==> src/rtl/cpu_run_monitor.sv <==
// rtl/cpu_run_monitor.sv - watches the fetch stream and flags benchmark completion
// Declares HALTED on a repeated branch-to-self at one PC, or TIMEOUT after a cycle budget.
module cpu_run_monitor #(
   parameter int PC_WIDTH    = 64,
   parameter int CNT_WIDTH   = 32,
   parameter int HALT_REPEAT = 4,
   parameter int TIMEOUT     = 1500
) (
   input  logic                 clk,
   input  logic                 reset,
   input  logic                 fetch_valid,
   input  logic [PC_WIDTH-1:0]  pc,
   input  logic [31:0]          instr,
   output logic                 halted,
   output logic                 timed_out,
   output logic                 done,
   output logic [CNT_WIDTH-1:0] cycle_count,
   output logic [CNT_WIDTH-1:0] instr_count,
   output logic [PC_WIDTH-1:0]  halt_pc
);

   localparam logic [31:0]          B_SELF  = 32'h1400_0000;
   localparam int                   RW      = $clog2(HALT_REPEAT + 1);
   localparam logic [RW-1:0]        RPT_MAX = RW'(HALT_REPEAT);
   localparam logic [CNT_WIDTH-1:0] TO_VAL  = CNT_WIDTH'(TIMEOUT);

   typedef enum logic [1:0] {
      ST_RUN     = 2'd0,
      ST_HALTED  = 2'd1,
      ST_TIMEOUT = 2'd2
   } state_t;

   state_t                state, state_n;
   logic [RW-1:0]         rpt, rpt_n;
   logic [PC_WIDTH-1:0]   last_pc, last_pc_n;
   logic [CNT_WIDTH-1:0]  cyc_n, ins_n;
   logic [PC_WIDTH-1:0]   hpc_n;
   logic                  match;

   always_ff @(posedge clk or posedge reset) begin
      if (reset) begin
         state       <= ST_RUN;
         rpt         <= '0;
         last_pc     <= '0;
         cycle_count <= '0;
         instr_count <= '0;
         halt_pc     <= '0;
      end else begin
         state       <= state_n;
         rpt         <= rpt_n;
         last_pc     <= last_pc_n;
         cycle_count <= cyc_n;
         instr_count <= ins_n;
         halt_pc     <= hpc_n;
      end
   end

   always_comb begin
      state_n   = state;
      rpt_n     = rpt;
      last_pc_n = last_pc;
      cyc_n     = cycle_count;
      ins_n     = instr_count;
      hpc_n     = halt_pc;
      match     = fetch_valid && (instr == B_SELF);

      if (state == ST_RUN) begin
         cyc_n = cycle_count + 1'b1;
         if (fetch_valid) begin
            ins_n = instr_count + 1'b1;
         end

         // Stalled cycles leave the streak untouched; only a real non-match fetch breaks it.
         if (match) begin
            last_pc_n = pc;
            if ((rpt == '0) || (pc == last_pc)) begin
               if (rpt != RPT_MAX) begin
                  rpt_n = rpt + 1'b1;
               end
            end else begin
               rpt_n = RW'(1);
            end
         end else if (fetch_valid) begin
            rpt_n = '0;
         end

         // Halt takes priority when both complete on the same edge.
         if (rpt_n == RPT_MAX) begin
            state_n = ST_HALTED;
            hpc_n   = pc;
         end else if (cyc_n == TO_VAL) begin
            state_n = ST_TIMEOUT;
         end
      end
   end

   assign halted    = (state == ST_HALTED);
   assign timed_out = (state == ST_TIMEOUT);
   assign done      = halted || timed_out;

endmodule

==> config.mk <==
export PLATFORM = sky130hd
export DESIGN_NAME = cpu_run_monitor
export DESIGN_NICKNAME = d
export VERILOG_FILES = /design/src/rtl/cpu_run_monitor.sv
export SDC_FILE = /design/constraint.sdc
export NUM_CORES = 1
export LEC_CHECK = 0
export ABC_AREA = 1
export BUFFER_PORTS_ARGS = -buffer_cell sky130_fd_sc_hd__buf_4
export CAP_MARGIN = 10
export CORE_MARGIN = 3
export CORE_UTILIZATION = 59
export CTS_BUF_LIST = sky130_fd_sc_hd__clkbuf_4 sky130_fd_sc_hd__clkbuf_8 sky130_fd_sc_hd__clkbuf_16
export CTS_CLUSTER_SIZE = 10
export DETAILED_ROUTE_END_ITERATION = 6
export PLACE_DENSITY = 0.86
export SLEW_MARGIN = 15
export SYNTH_ARGS = -nofsm -noshare
export SYNTH_HDL_FRONTEND = slang
export SYNTH_SLANG_ARGS = --single-unit
==> constraint.sdc <==
create_clock -name clk -period 7.8 [get_ports clk]
set_input_delay 0 -clock clk [delete_from_list [all_inputs] [get_ports clk]]
set_output_delay 0 -clock clk [all_outputs]
set_load 0.1 [all_outputs]
After elaboration in Yosys (flattened, before gate mapping)

Cells that the tools add are included.
Widths: inputs -> output; s select.

Logic and storage cells: 33
Output and inout bits: 131
Flip-flop bits (word level): 197
Input port bits: 99

Multiplexer cells: 7
Add/subtract/negate cells: 3
Reductions and logical operators: 10
Equality and inequality tests: 7

Operators with widths:

| cell                  | number |
|---|---|
| $add 32x1->32 const B | 2 |
| $eq 64x64->1          | 1 |
| $eq 32x11->1 const B  | 1 |
| $eq 32x29->1 const B  | 1 |
| $mux 3                | 5 |
| $reduce_and 2->1      | 4 |
| $mux 2                | 2 |
| $add 3x1->3 const B   | 1 |
| $eq 3x3->1 const B    | 1 |
| $logic_not 3->1       | 1 |
| $ne 3x3->1 const B    | 1 |
| $eq 2x1->1 const B    | 1 |
| $eq 2x2->1 const B    | 1 |
| $logic_not 2->1       | 1 |
| $logic_or 1x1->1      | 2 |
| $reduce_bool 2->1     | 1 |
| $logic_and 1x1->1     | 1 |

Longest topological paths before layout

Gate-level depths: netlist (run 1).

Depth in word-level cells: 8
Gate-level depth with buffers: 17
Mapped depth without buffers: 16

Least setup slack after synthesis (run 1)

No wires, ideal clock.

Path type: register -> register
From: register instr_count[0]
To: register instr_count[30]
Buffers on the path: 0
Period minus slack after synthesis: 2,585 ps
Setup time: 158 ps
Cell stages (with the launch flop): 12
Data arrival time: 2,426 ps
Slack: 5,215 ps
Required time: 7,642 ps
Cells stage by stage: dfrtp_1 -> ha_1 -> inv_1 -> nor2_4 -> nand2_1 -> nor2_2 -> nand3_2 -> nor2_4 -> nand3_1 -> nor3_2 -> nand3_1 -> xnor2_1

Cells in the longest elaborated chain, start to end: 1

Ends and longest elaborated chain:

| what                   | line | text |
|---|---|---|
| start, declared        | 18   | `output logic [CNT_WIDTH-1:0] instr_count,` |
| start signal, assigned | 53   | `instr_count <= ins_n;` |
| $add 32x1->32          | 70   | `ins_n = instr_count + 1'b1;` |

No other way between the ends.
A chain may end at the register's enable or synchronous reset.

Final worst setup path (run 1)

From: register last_pc[36]
To: register halt_pc[49]

Cells in the longest elaborated chain, start to end: 7

Ends and longest elaborated chain:

| what                       | line | text |
|---|---|---|
| start, declared            | 35   | `logic [PC_WIDTH-1:0] last_pc, last_pc_n;` |
| start signal, assigned     | 51   | `last_pc <= last_pc_n;` |
| $eq 64x64->1               | 76   | `if ((rpt == '0) \|\| (pc == last_pc)) begin` |
| $logic_or 1x1->1           | 76   |  |
| $mux 3                     | 76   |  |
| $mux 3                     | 74   | `if (match) begin` |
| $mux 3                     | 67   | `if (state == ST_RUN) begin` |
| $eq 3x3->1                 | 88   | `if (rpt_n == RPT_MAX) begin` |
| $reduce_and 2->1 (no line) | --   |  |
| end signal, assigned       | 54   | `halt_pc <= hpc_n;` |
| end, declared              | 19   | `output logic [PC_WIDTH-1:0] halt_pc` |

No other way between the ends. The select of a mux whose other input is x is not followed.

==> impl_metrics.env, run 1 <==
export IMPL_drtAntennaViolNets=0
export IMPL_required_ns=8.12
export IMPL_drv_slew=0
export IMPL_peakVddDrop_mv=0.176
export IMPL_crit_top_cell="nand2_1"
export IMPL_post_cts_buffers=0
export IMPL_rsz0062_at_grt="false"
export IMPL_multi_input_area_um2=4570
export IMPL_final_cell_mix="nand2_1, buf_4, dfrtp_1"
export IMPL_power_density_nw_per_um2=151
export IMPL_crit_slowest_cell="buf_4"
export IMPL_core_um2=16900
export IMPL_crit_end="halt_pc[49]"
export IMPL_crit_start="last_pc[36]"
export IMPL_clk_latency_ns=0.43
export IMPL_max_stage_delay_ns=0.49
export IMPL_cts_root_buffer_cell="clkbuf_16"
export IMPL_fin_worst_skew_ns=0.0157
export IMPL_drcViolationCount=0
export IMPL_setup_tns_ns=0
export IMPL_dp_hpwl_um=18700
export IMPL_cp_data_arrival_time_ns=3.18
export IMPL_status="finished clean"
export IMPL_syn_num_nets=1492
export IMPL_numCtsBuffers=17
export IMPL_track_usage_pct=29.5
export IMPL_hold_slack_ns=0.166
export IMPL_ios=230
export IMPL_drive_above_1_share_pct=18.3
export IMPL_finalHoldViolCount=0
export IMPL_slew_headroom_pct=27.2
export IMPL_wl_um=28500
export IMPL_layout_commonest_cell="nand2_1"
export IMPL_fp_row_count=47
export IMPL_nNetsFinal=1765
export IMPL_vias=10181
export IMPL_rr_endpoint="halt_pc[49]"
export IMPL_grt_remaining_overflow=0
export IMPL_reg2reg_from="last_pc[36]"
export IMPL_crit_fanout=44
export IMPL_synth_area_leaders="dfrtp_1, nand2_1, inv_1, nand4_1, nor2_1"
export IMPL_firstDrtPassIters=5
export IMPL_htreeDepth=4
export IMPL_vias_per_cell=5.38
export IMPL_path_class="reg2reg"
export IMPL_die_area_um2=19300
export IMPL_cts_buffer_depth=2
export IMPL_synthToLayoutAreaGrowth_pct=29.2
export IMPL_yosys_register_bits=197
export IMPL_r2r_cells=16
export IMPL_synth_top_area_cell="dfrtp_1"
export IMPL_die_width_um=139
export IMPL_syn_area_um2=10400
export IMPL_floorplan_initialDensity_pct=61.5
export IMPL_post_drt_wl_per_cell_um=15.1
export IMPL_register_area_um2=4930
export IMPL_maxCapViolCount=0
export IMPL_die_y_um=139
export IMPL_max_freq_ghz=0.350
export IMPL_grt_max_degree=120
export IMPL_cts_tree="yes"
export IMPL_initialDrtViolationCount=687
export IMPL_period_share_pct=36.6
export IMPL_synth_warnings=0
export IMPL_power_leakage_uw=0.00715
export IMPL_synth_yosys_seq_area_share_pct=47.3
export IMPL_routabilityCongestion=0.932
export IMPL_cp_end_kind="flop"
export IMPL_setup_viol=0
export IMPL_io_buffers=229
export IMPL_tightest_slew_ns=1.09
export IMPL_syn_inst=1385
export IMPL_worst_setup_path_start_kind="flop"
export IMPL_antenna_found_initial=1
export IMPL_synth_top_area_share_pct=47.3
export IMPL_min_delay_start="instr[5]"
export IMPL_hold_class="in2reg"
export IMPL_yosys_cell_types_count=35
export IMPL_grt_pass1_vias=9931
export IMPL_syn_area_per_cell_um2=7.52
export IMPL_grt_pass1_wl_um=47200
export IMPL_period_minus_slack_ns=2.86
export IMPL_r2r_slack_ns=4.94
export IMPL_fillers=1098
export IMPL_clk_pin_slew_ns=0.07
export IMPL_crit_chain="inv_1, nand2_1, nand2_1, nor2_1, nand2_1, nor2_1, nand2_1, nor2_1, nand2_1, nand2_1, nand2_1, nand2_2, nand3_2, buf_4, nand2_1, nand2_1"
export IMPL_cts_sinks=197
[power by group]
part	switching, uW	internal [uW]	total (uW)
combinational	72.2	67.0	139
sequential	0	1020	1020
clock	398	472	870
[per-stage QoR]
| stage | setup WS (ns) | instance area, um2 | std cells | utilization, % | total power (uW) |
|---|---|---|---|---|---|
| floorplan | 2.43 | 10400 | 1385 | - | 1090 |
| global placement | 5.19 | 12200 | 1793 | 72.1 | 1150 |
| detailed placement | 5.07 | 12200 | 1793 | 72.1 | 1150 |
| CTS | 5.02 | 13500 | 1891 | 79.4 | 2040 |
| global route | 4.67 | 13500 | 1892 | 79.4 | 2090 |
| finish | 4.94 | 13500 | 1892 | 79.4 | 2030 |
[state kept, by name, summed over array words and instances, names as in the netlist]
name and count:
instr_count 32, cycle_count 32, rpt 3, state 2, halt_pc 64, last_pc 64
[worst min path at each step]
stage	to	slack [ns]	depth (start not counted)
floorplan	last_pc[33]	0.15	2
global placement	instr_count[10]	0.23	2
detailed placement	instr_count[8]	0.23	2
CTS	rpt[2]	0.15	8
global route	rpt[2]	0.26	8
finish	rpt[2]	0.17	8
[synth_stat cells (all sizes together)]
master  instances
o21a            2
or3             1
ha              8
nor4            6
o21ai          84
clkinv          1
nor2          123
nand3b          3
o22ai           2
nor3b           2
inv           176
dfrtp         197
xor2           48
nand3          36
buf            29
nand2         536
mux2           10
nand4          76
nor3           14
a21oi           2
xnor2           7
a31oi           3
and3            1
clkbuf         18
[cell type report]
cell class | count | share of cell area, %
inverters | 177 | 4.99
well taps | 220 | 2.05
repair buffers | 301 | 18.0
diodes | 1 | 0.0186
clock inverters | 11 | 0.855
flip-flops and latches | 197 | 36.6
multi-input cells | 964 | 34.0
clock buffers | 21 | 3.48
[logic make-up after synthesis]
| kind of cell | share of synthesized area, % |
|---|---|
| xor+xnor | 4.62 |
| simple gates | 32.4 |
| flops | 47.3 |
| buf+inv | 9.04 |
| fa+ha+maj | 0.961 |
| mux | 1.08 |
| compound gates | 4.58 |
[metal layers]
metal  GRT usage, %  vias up  share of wire (%)
met5              0        -                  0
met4           10.6        0                2.6
met3           6.62       70                6.9
met2           50.9      424                 51
met1           36.5     4820                 40
li1               -     4867                  -
[worst max-delay path: cells and delay by family, from the launching register on]
kind                   cells  cell delay (ns)
buffers and inverters      2             0.55
flip-flops                 1             0.39
AND/OR/NAND/NOR           14             1.81
[timing repair]
item	in CTS	in global routing
hold buffers	66	0
gates resized for setup	0	0
endpoints found under the hold margin	249	0
Note: power is estimated with default switching activity, not from simulation.
==> run 2, diff against run 1 <==
- CORE_UTILIZATION: 59 -> 55
- PLACE_DENSITY: 0.86 -> 0.81
- clock period: 7.8 -> 2.8 ns (I/O delays scaled with it)
==> run 2 against run 1 <==
Sequential share of layout area shrank 0.33 points. Hold slack lost 0.0063 ns. Flip-flop and latch count is the same. Design area grew 0.90%. Total power grew to 2.8 times the previous value. Combinational power grew to 2.8 times the previous value. First-iteration DRC count shrank 0.58%.
==> impl_metrics.env, run 2 (synthesis gave the netlist of run 1 again) <==
export IMPL_status="finished clean"
export IMPL_dp_hpwl_um=19200
export IMPL_vias=10022
export IMPL_p_clk_share_pct=43.6
export IMPL_r2r_slack_ns=0.23
export IMPL_layout_commonest_cell="nand2_1"
export IMPL_die_y_um=144
export IMPL_period_minus_slack_ns=2.57
export IMPL_final_cell_mix="nand2_1, buf_4, dfrtp_1"
export IMPL_vias_per_cell=5.25
export IMPL_synthToLayoutAreaGrowth_pct=30.3
export IMPL_grt_met3_usage_pct=5.29
export IMPL_min_path_cells=8
export IMPL_cp_data_arrival_time_ns=2.94
export IMPL_final_area_um2=13600
export IMPL_gr_usage_met2_pct=48.6
export IMPL_drv_slew=0
export IMPL_setup_tns_ns=0
export IMPL_power_leakage_uw=0.00720
export IMPL_clk_pin_slew_ns=0.07
export IMPL_track_usage_pct=28.0
export IMPL_drcViolationCount=0
export IMPL_worst_setup_path_start_kind="flop"
export IMPL_p_int_uw=4330
export IMPL_firstDrtPassIters=5
export IMPL_grt_max_degree=119
export IMPL_drive_above_1_share_pct=18.7
export IMPL_postPlaceCellArea_um2=12300
export IMPL_rsz0062_at_grt="false"
export IMPL_post_drt_wl_per_cell_um=15.0
export IMPL_grt_busiest_layer="met2"
export IMPL_fp_row_count=49
export IMPL_cts_root_buffer_cell="clkbuf_16"
export IMPL_slew_headroom_pct=52.8
export IMPL_period_share_pct=91.8
export IMPL_required_ns=3.17
export IMPL_finish_utilization_pct=74.3
export IMPL_reg_top3="halt_pc: 64 flops, last_pc: 64 flops"
export IMPL_cp_end_kind="flop"
export IMPL_power_frac_comb_pct=6.9
export IMPL_cts_sinks=197
export IMPL_ios=230
export IMPL_die_area_um2=20600
export IMPL_maxCapViolCount=0
export IMPL_peakVddDrop_mv=0.406
export IMPL_cts_tree="yes"
export IMPL_fin_worst_skew_ns=0.0153
export IMPL_crit_fanout=41
export IMPL_rr_endpoint="halt_pc[50]"
export IMPL_tightest_slew_ns=0.706
export IMPL_core_um2=18300
export IMPL_hold_class="in2reg"
export IMPL_die_width_um=144
export IMPL_wl_um=28700
export IMPL_reg2reg_from="last_pc[37]"
export IMPL_min_to="rpt[2]"
export IMPL_finalHoldViolCount=0
export IMPL_min_delay_start="instr[0]"
export IMPL_floorplan_initialDensity_pct=57.0
export IMPL_switching_share_pct=24.5
export IMPL_drtAntennaViolNets=0
export IMPL_grt_pass1_wl_um=46800
export IMPL_antenna_found_initial=0
export IMPL_hold_slack_ns=0.160
export IMPL_post_place_ws_ns=0.247
export IMPL_path_class="reg2reg"
export IMPL_setup_viol=0
export IMPL_use_met1_pct=36.0
export IMPL_r2r_cells=14
export IMPL_grt_remaining_overflow=0
export IMPL_htreeDepth=4
export IMPL_max_freq_ghz=0.389
export IMPL_nNetsFinal=1772
export IMPL_io_buffers=229
export IMPL_numCtsBuffers=17
export IMPL_clk_latency_ns=0.44
export IMPL_power_density_nw_per_um2=422
export IMPL_switchingPower_uw=1410
export IMPL_cts_buffer_depth=2
export IMPL_routabilityCongestion=0.924
export IMPL_initialDrtViolationCount=683
export IMPL_power_frac_seq_pct=49.6
export IMPL_setup_slack_ns=0.229
export IMPL_grt_pass1_vias=9727
run 2: changes by cell type in the layout (fill, tap and decap cells not counted), moves of 2 or more:
cell	delta
diode_2	+2
clkbuf_4	-2
buf_4	+2
clkinv_4	+4
buf_12	+3
run 2: through the flow:
step / instances / power [uW]
3_3_place_gp: 1808 / 3210
5_1_grt: 1907 / 5920
6_report: 1910 / 5740
2_1_floorplan: 1385 / 3030
4_1_cts: 1906 / 5760
3_5_place_dp: 1808 / 3210
run 2: final cells by class:
| type | instances | area (um2) |
|---|---|---|
| Antenna cell | 3 | 7.51 |
| Multi-Input combinational cell | 965 | 4580 |
| Clock inverter | 14 | 158 |
| Clock buffer | 18 | 439 |
| Tap cell | 229 | 287 |
| Sequential cell | 197 | 4930 |
| Fill cell | 1393 | 4690 |
| Timing Repair Buffer | 307 | 2510 |
| Inverter | 177 | 668 |
run 2: per-layer routing:
metal	routed length (um)	part of all wire (%)
met1	11800	41
met4	681	2.4
met2	14400	50
met5	0	0
met3	1820	6.3
run 2: power groups by stage:
| stage | Sequential (uW) | Combinational (uW) | Clock (uW) |
|---|---|---|---|
| after CTS | 2840 | 392 | 2530 |
| final | 2840 | 393 | 2500 |
| after detailed placement | 2900 | 315 | 0 |
| after floorplan | 2900 | 135 | 0 |
| after global routing | 2840 | 435 | 2650 |
| after global placement | 2900 | 309 | 0 |
run 2: timing repair:
item                                    CTS  global route
hold buffers                             66             0
resized for setup                         0             1
endpoints found under the hold margin   160             0
endpoints found under the setup margin    0            30
setup buffers                             0             0
run 2: worst max-delay path, cell delays in order, from the launching register on:
cell and delay (ns):
dfrtp_1 0.41, inv_1 0.07, nand2_1 0.06, nand2_1 0.06
nor2_1 0.04, nand2_1 0.09, nor2_1 0.08, nand2_1 0.07
nor2_1 0.04, nand2_1 0.11, nand2_1 0.20, a21oi_4 0.46
buf_4 0.50, nand4_1 0.17, nand2_1 0.13
run 2: worst max path at each step:
stage	start	endpoint	slack, ns	cells after the start
floorplan	instr_count[0]	instr_count[30]	0.22	11
CTS	last_pc[36]	halt_pc[59]	0.21	14
detailed placement	last_pc[33]	halt_pc[59]	0.25	14
global placement	last_pc[33]	halt_pc[18]	0.29	14
finish	last_pc[37]	halt_pc[50]	0.23	14
global route	last_pc[32]	halt_pc[50]	0.05	14
==> run 3, diff against run 2 <==
- CELL_PAD_IN_SITES_DETAIL_PLACEMENT: not set -> 0
- CELL_PAD_IN_SITES_GLOBAL_PLACEMENT: not set -> 2
- CORE_UTILIZATION: 55 -> 31
- PLACE_DENSITY: 0.81 -> 0.89
==> run 3 against run 2 <==
Critical path depth unchanged. Clock skew fell by 0.0046 ns. Die area up 74%. Worst setup slack better by 0.12 ns. Via count is 4.6% lower. Largest cell class unchanged. Largest power group unchanged.
==> impl_metrics.env, run 3 (synthesis gave the netlist of run 1 again) <==
export IMPL_crit_top_cell="nand2_1"
export IMPL_setup_tns_ns=0
export IMPL_crit_fanout=64
export IMPL_use_met1_pct=23.1
export IMPL_fillers=3347
export IMPL_die_area_um2=35800
export IMPL_fp_row_count=66
export IMPL_r2r_cells=14
export IMPL_drcViolationCount=0
export IMPL_cts_buffer_depth=2
export IMPL_cp_data_arrival_time_ns=2.83
export IMPL_initialDrtViolationCount=461
export IMPL_wl_um=29900
export IMPL_synthToLayoutAreaGrowth_pct=33.1
export IMPL_routabilityCongestion=0.777
export IMPL_tightest_slew_ns=0.854
export IMPL_grt_busiest_layer="met2"
export IMPL_slew_headroom_pct=43.1
export IMPL_gr_usage_met2_pct=27.7
export IMPL_cts_sinks=197
export IMPL_status="finished clean"
export IMPL_htreeDepth=4
export IMPL_path_class="reg2reg"
export IMPL_grt_max_degree=135
export IMPL_grt_met3_usage_pct=3.02
export IMPL_cts_root_buffer_cell="clkbuf_16"
export IMPL_setup_viol=0
export IMPL_stdcell_count=2126
export IMPL_final_area_um2=13900
export IMPL_min_delay_start="instr[5]"
export IMPL_drv_slew=0
export IMPL_drtAntennaViolNets=0
export IMPL_antenna_found_initial=1
export IMPL_io_buffers=229
export IMPL_firstDrtPassIters=5
export IMPL_grt_pass1_vias=9282
export IMPL_reg_top3="halt_pc: 64 flops, last_pc: 64 flops"
export IMPL_fin_worst_skew_ns=0.0107
export IMPL_core_um2=32900
export IMPL_finalHoldViolCount=0
export IMPL_die_y_um=189
export IMPL_worst_setup_path_start_kind="flop"
export IMPL_dp_cells=2024
export IMPL_finish_utilization_pct=42.2
export IMPL_grt_remaining_overflow=0
export IMPL_rsz0062_at_grt="false"
export IMPL_period_share_pct=87.4
export IMPL_r2r_slack_ns=0.35
export IMPL_hold_class="in2reg"
export IMPL_final_cell_mix="nand2_1, buf_4, dfrtp_1"
export IMPL_post_drt_wl_per_cell_um=14.1
export IMPL_peakVddDrop_mv=0.390
export IMPL_vias=9563
export IMPL_min_to="rpt[2]"
export IMPL_rr_endpoint="halt_pc[55]"
export IMPL_grt_pass1_wl_um=48300
export IMPL_cp_top_family="simple AND/OR/NAND/NOR gates"
export IMPL_layout_commonest_cell="nand2_1"
export IMPL_clk_pin_slew_ns=0.08
export IMPL_period_minus_slack_ns=2.45
export IMPL_power_leakage_uw=0.00722
export IMPL_required_ns=3.18
export IMPL_crit_chain="nand2_1, nand2_1, nor2_1, nand2_1, nor2_1, nand2_1, nor2_1, nand2_1, nand2_1, nand2_1, nand2_2, buf_12, nand4_1, nand2_1"
export IMPL_floorplan_initialDensity_pct=31.7
export IMPL_power_density_nw_per_um2=409
export IMPL_max_stage_delay_ns=0.40
export IMPL_postPlaceCellArea_um2=12600
export IMPL_nNetsFinal=1777
export IMPL_numCtsBuffers=17
export IMPL_dp_hpwl_um=21000
export IMPL_track_usage_pct=16.7
export IMPL_crit_buf_inv=1
export IMPL_cts_tree="yes"
export IMPL_min_path_cells=8
export IMPL_ios=230
export IMPL_drive_above_1_share_pct=19.0
export IMPL_die_width_um=189
export IMPL_clk_latency_ns=0.45
export IMPL_maxCapViolCount=0
export IMPL_reg2reg_from="last_pc[37]"
export IMPL_cp_end_kind="flop"
export IMPL_vias_per_cell=4.50
export IMPL_max_freq_ghz=0.409
export IMPL_crit_slowest_cell="dfrtp_1"
==> run 3: through the flow <==
step | hold WS, ns | setup slack (ns) | total power (uW)
3_3_place_gp | 0.265 | 0.0787 | 3220
5_1_grt | 0.268 | 0.0830 | 5920
4_1_cts | 0.159 | 0.0218 | 5770
2_1_floorplan | 0.148 | 0.215 | 3030
6_report | 0.214 | 0.354 | 5660
3_5_place_dp | 0.270 | 0.0404 | 3220
==> run 3: routing by layer <==
layer  up-vias  part of all wire, %  wire, um
met5         -                    0         0
met4         0                 0.99       296
met3        14                  4.8      1450
met2       224                   47     14000
met1      4427                   48     14200
li1       4898                    -         -
==> run 3: where the power goes <==
part / total [uW] / switching (uW) / leakage (uW) / internal [uW]
clock network: 2430 / 1250 / 0.000280 / 1180
logic: 389 / 198 / 0.00423 / 191
registers: 2840 / 0 / 0.00272 / 2840
==> run 3: tightest hold or removal path: stages <==
cell and delay (ns):
buf_4 0.07, nor4_1 0.03, nand2_1 0.04, nor2_1 0.04, nand2_1 0.19, nor2_1 0.07, nand2_1 0.10, o22ai_1 0.07
==> run 3: worst max path at each step <==
stage | start | end | slack [ns] | cells after the start
2_1_floorplan | instr_count[0] | instr_count[30] | 0.22 | 11
3_3_place_gp | last_pc[37] | halt_pc[61] | 0.08 | 15
3_5_place_dp | last_pc[37] | halt_pc[55] | 0.04 | 15
4_1_cts | last_pc[37] | halt_pc[55] | 0.02 | 15
5_1_grt | last_pc[36] | halt_pc[56] | 0.08 | 15
6_report | last_pc[37] | halt_pc[55] | 0.35 | 14
==> run 3: layout make-up <==
cell class              count  area, um2  area share, %
diodes                      1       2.50         0.0181
clock buffers              17        425           3.07
clock inverters            15        134          0.966
inverters                 177        668           4.82
multi-input cells         965       4590           33.1
flip-flops and latches    197       4930           35.6
well taps                 442        553           3.99
repair buffers            312       2560           18.5
==> run 3: timing repair <==
action                     4_1_cts  5_1_grt
gates resized for setup          0        2
hold endpoints to repair       328        0
hold buffers                    66        0
setup buffers                    0        2
setup endpoints to repair        0       65
